--- src/rtl/afifo_rd_master.sv ---
// Read-domain burst master: pops the async FIFO onto a valid/ready stream with empty-retry timeout.
// Defining AFIFO_RD_STATS_EN adds saturating pop / empty-cycle / timeout counters.
module afifo_rd_master #(
  parameter int DATA_WIDTH      = 32,
  parameter int BURST_WIDTH     = 8,
  parameter int MAX_EMPTY_RETRY = 10
) (
  input  logic                   rclk,
  input  logic                   rrst,
  input  logic                   cmd_valid,
  output logic                   cmd_ready,
  input  logic [BURST_WIDTH-1:0] cmd_len,
  input  logic                   cmd_inject,
  output logic                   rinc,
  input  logic                   rempty,
  input  logic [DATA_WIDTH-1:0]  rdata,
  output logic                   out_valid,
  input  logic                   out_ready,
  output logic [DATA_WIDTH-1:0]  out_data,
  output logic                   out_last,
  output logic                   done,
  output logic [1:0]             status
`ifdef AFIFO_RD_STATS_EN
  ,
  output logic [31:0]            stat_words,
  output logic [31:0]            stat_empty,
  output logic [31:0]            stat_timeouts
`endif
);

  // state | meaning
  // IDLE  | waiting for a command, cmd_ready high
  // READ  | popping the FIFO until the burst ends or the empty-retry limit hits
  // DONE  | one-cycle completion pulse
  typedef enum logic [1:0] {
    IDLE = 2'd0,
    READ = 2'd1,
    DONE = 2'd2
  } state_t;

  localparam int RW = $clog2(MAX_EMPTY_RETRY + 1);

  state_t                 state;
  state_t                 state_nxt;
  logic [BURST_WIDTH-1:0] remaining;
  logic                   inject;
  logic [RW-1:0]          retry;
  logic                   space;
  logic                   last_word;
  logic                   retry_final;
  logic                   empty_hit;

  assign space       = !out_valid || out_ready;
  assign last_word   = (remaining == BURST_WIDTH'(1));
  assign retry_final = (retry == RW'(MAX_EMPTY_RETRY - 1));

  always_ff @(posedge rclk or posedge rrst) begin
    if (rrst) state <= IDLE;
    else      state <= state_nxt;
  end

  always_comb begin
    state_nxt = state;
    cmd_ready = 1'b0;
    rinc      = 1'b0;
    done      = 1'b0;
    empty_hit = 1'b0;
    case (state)
      IDLE: begin
        cmd_ready = 1'b1;
        if (cmd_valid) state_nxt = (cmd_len == '0) ? DONE : READ;
      end
      READ: begin
        if (space) begin
          if (inject || !rempty) begin
            rinc = 1'b1;
            if (last_word) state_nxt = DONE;
          end else begin
            empty_hit = 1'b1;
            if (retry_final) state_nxt = DONE;
          end
        end
      end
      DONE: begin
        done      = 1'b1;
        state_nxt = IDLE;
      end
      default: state_nxt = IDLE;
    endcase
  end

  always_ff @(posedge rclk or posedge rrst) begin
    if (rrst) begin
      remaining <= '0;
      inject    <= 1'b0;
      retry     <= '0;
      status    <= 2'b00;
      out_valid <= 1'b0;
      out_data  <= '0;
      out_last  <= 1'b0;
    end else begin
      if (state == IDLE && cmd_valid) begin
        remaining <= cmd_len;
        inject    <= cmd_inject;
        retry     <= '0;
        status    <= 2'b00;
      end
      // A pop in the same cycle as a consume replaces the word, keeping full throughput.
      if (rinc) begin
        out_data  <= rdata;
        out_valid <= 1'b1;
        out_last  <= last_word;
        remaining <= remaining - BURST_WIDTH'(1);
        retry     <= '0;
        if (inject && rempty) status <= 2'b10;
      end else if (out_ready) begin
        out_valid <= 1'b0;
        out_last  <= 1'b0;
      end
      if (empty_hit) begin
        if (retry_final) status <= 2'b01;
        else             retry  <= retry + RW'(1);
      end
    end
  end

`ifdef AFIFO_RD_STATS_EN
  always_ff @(posedge rclk or posedge rrst) begin
    if (rrst) begin
      stat_words    <= '0;
      stat_empty    <= '0;
      stat_timeouts <= '0;
    end else begin
      if (rinc && stat_words != '1) stat_words <= stat_words + 32'd1;
      if (empty_hit && stat_empty != '1) stat_empty <= stat_empty + 32'd1;
      if (empty_hit && retry_final && stat_timeouts != '1)
        stat_timeouts <= stat_timeouts + 32'd1;
    end
  end
`endif

endmodule

--- config.mk ---
export PLATFORM = sky130hd
export DESIGN_NAME = afifo_rd_master
export DESIGN_NICKNAME = d
export VERILOG_FILES = /design/src/rtl/afifo_rd_master.sv
export SDC_FILE = /design/constraint.sdc
export NUM_CORES = 1
export LEC_CHECK = 0
export ABC_AREA = 1
export BUFFER_PORTS_ARGS = -buffer_cell sky130_fd_sc_hd__buf_2
export CORE_MARGIN = 1
export CORE_UTILIZATION = 46
export CTS_BUF_LIST = sky130_fd_sc_hd__clkbuf_4 sky130_fd_sc_hd__clkbuf_8 sky130_fd_sc_hd__clkbuf_16
export DETAILED_ROUTE_END_ITERATION = 10
export GPL_ROUTABILITY_DRIVEN = 0
export PLACE_DENSITY_LB_ADDON = 0.08
export RECOVER_POWER = 25
export SLEW_MARGIN = 20
export SYNTH_ARGS = -nofsm -noshare
export SYNTH_HDL_FRONTEND = slang
export SYNTH_SLANG_ARGS = --single-unit
--- constraint.sdc ---
create_clock -name rclk -period 2.3 [get_ports rclk]
set_input_delay 0.46 -clock rclk [delete_from_list [all_inputs] [get_ports rclk]]
set_output_delay 0.46 -clock rclk [all_outputs]
set_load 0.02 [all_outputs]
==> impl_metrics.tcl <==
set metrics [dict create \
    fin_crit_ns 1.97 \
    clock_skew_ns 0.00601 \
    grt_first_pass_wirelength_microns 8640 \
    syn_avg_cell_area_sq_um 7.92 \
    crit_fanout 14 \
    antenna_left 0 \
    p_leak_nw 1.72 \
    yosysUniqueCellTypes 19 \
    final_common_cell "nand2_1" \
    cts_max_path_buffers 2 \
    synth_mux_area_share_pct 0 \
    dr.pass1.iters 4 \
    synth_top_area_cell "dfrtp_1" \
    syn_to_final_growth_pct 24.7 \
    r2r_setup_slack_ns 0.73 \
    syn_nets 347 \
    path_buf_inv 2 \
    antenna_found_initial 0 \
    hp-class "in -> async" \
    synth_top_area_share_pct 54.2 \
    clkSlewWorstSetupHoldPaths_ns 0.09 \
    rows 25 \
    synth-compound-area-share_pct 4.47 \
    r2r-start "state[1]$_DFFE_PP0P_" \
    fin_ws_ns 0.332 \
    critPathArrivalTime_ns 1.51 \
    worstPathRequired_ns 1.84 \
    endpoint_kind "output port" \
    drive_gt1_share_pct 27.0 \
    synth_warnings 0 \
    die-area_sq_um 5410 \
    nNetsFinal 434 \
    dpl_worst_slack_ns 0.537 \
    fillers 453 \
    pin_count 85 \
    period_share_pct 85.6 \
    cp_top_family "simple AND/OR/NAND/NOR gates" \
    drt-total-wl_microns 5250 \
    postCtsHoldBufs 0 \
    mappedNetlistArea_sq_um 2350 \
    die_h_microns 73.5 \
    start_kind "register" \
    max_cap_viol_count 0 \
    slowest_delay_ns 0.43 \
    rsz0062_at_grt "false" \
    critical_path_class "reg -> out" \
    clock_sinks 51 \
    die_x_microns 73.5 \
    max_freq_mhz 508 \
    overflow 0 \
    worst_pin_slew_ns 1.17 \
    cts_resized 0 \
    tns_ns 0 \
    cp-startpoint "state[1]$_DFFE_PP0P_" \
    dp_hpwl_microns 3890 \
    cts_tree "yes" \
    synth_top_family_by_area "simple AND/OR/NAND/NOR gates" \
    synthSimpleGateAreaFrac_pct 30.5 \
    drt_iter0_markers 114 \
    slowest_stage "dfrtp_1" \
    seq_area_frac_synth_pct 54.2 \
    cts_buffers 5 \
    via_count 2112 \
    viasPerCell 4.67 \
    final_cell_mix "nand2_1 (140), buf_2 (84), dfrtp_1 (51)" \
    ys_ff_latch 51 \
    ir_drop_uv 607 \
    cts-root-buf "clkbuf_8" \
    core_area_sq_um 4820 \
    postCtsSetupBuffers 0 \
    slew_viol_final 0 \
    portBuffers 84 \
    rr_worst_depth 7 \
    synthTopCellsByArea "dfrtp_1 (54%), nand2_1 (22%), nand3_1 (4.9%)" \
    setup_violations 0 \
    hold_ws_ns 0.216 \
    synthXorXnorAreaFrac_pct 1.49 \
    relSlewSlack_pct 22.3 \
    synthCells 297 \
    drc_errors 0 \
    power_density_nw_per_um2 1400 \
    hold_viol 0 \
    htree_num_levels 2 \
    synth_adder_area_share_pct 2.13 \
    track_usage_pct 21.0 \
    grt_pass1_vias 2037 \
    clkLatencyLatePin_ns 0.30 \
    status "finished, final reports clean" \
    worstReg2RegEnd "remaining[6]$_DFFE_PP0P_" \
    diodes 0 \
    wl_per_cell_microns 11.6 \
    grt_max_degree 23 \
    start_util_pct 48.9 \
    path_cells "nor2_2 > nand3_2 > inv_2 > buf_2" \
]
==> worst reg2reg max path, cell delays in order (launching register included) <==
cell and delay [ns]:
dfrtp_1 0.43, nor2_2 0.19, nand3_2 0.26, inv_2 0.16
buf_4 0.22, nand3_1 0.10, nand2_1 0.06, o21ai_1 0.05
==> per-layer routing <==
layer,part of all wire (%),track usage [%],vias to the layer above
met2,46,34.6,75
met3,5.6,5.21,9
met4,1.4,7.26,0
met1,46,26.9,948
li1,-,-,1080
met5,0,0,-
==> power by group <==
part	leakage [nW]	switching, mW	internal [mW]
combinational	1.03	1.34	0.673
clock	0.0519	0.290	0.259
sequential	0.636	0.247	1.30
==> metrics by stage <==
stage | utilization [%] | total power [mW] | cell area (sq um) | cells
2_1_floorplan | - | 2.99 | 2350 | 297
3_3_place_gp | 59.0 | 3.54 | 2840 | 444
3_5_place_dp | 59.0 | 3.59 | 2840 | 444
4_1_cts | 61.1 | 4.16 | 2940 | 452
5_1_grt | 60.9 | 4.47 | 2940 | 452
6_report | 60.9 | 4.11 | 2940 | 452
==> cell usage after synthesis <==
cell type  number
buf_4           3
nand4_1         1
o21ai_1         9
nor2_1         12
nand3b_1        1
dfrtp_1        51
nor2_2          2
buf_6           1
inv_2           4
ha_1            4
xnor2_1         4
buf_2           6
o21ai_0         8
nand3_1        23
a21oi_1         1
nand2_2         1
o211ai_1        2
inv_1          24
nand2_1       140
==> worst max path at each step <==
stage	endpoint	slack, ns	cells after the start
floorplan	inject$_DFFE_PP0P_	0.61	1
global placement	rinc	0.55	6
global route	remaining[0]$_DFFE_PP0P_	0.24	3
detailed placement	rinc	0.54	6
finish	rinc	0.33	4
CTS	rinc	0.32	5
==> kinds of logic (layout without fill, tap and decap cells) <==
family          Yosys count  count (layout)
compound gates           20              20
xor+xnor                  4               4
fa+ha+maj                 4               4
buf+inv                  38             126
flops                    51              51
simple gates            180             180
==> sequential cells by signal (all words and copies together) (netlist names) <==
register and count:
inject 1, out_data 32, status 2, out_valid 1, retry 4, state 2, remaining 8, out_last 1
==> area by class of cell <==
type	count	area, sq um	share of cell area [%]
timing repair buffer	90	458	15.6
sequential	51	1280	43.5
inverter	28	105	3.58
clock inverter	1	8.76	0.298
multi-input combinational	208	913	31.1
clock buffer	7	90.1	3.07
tap	67	83.8	2.86
Power figures use the tool's default switching activity.
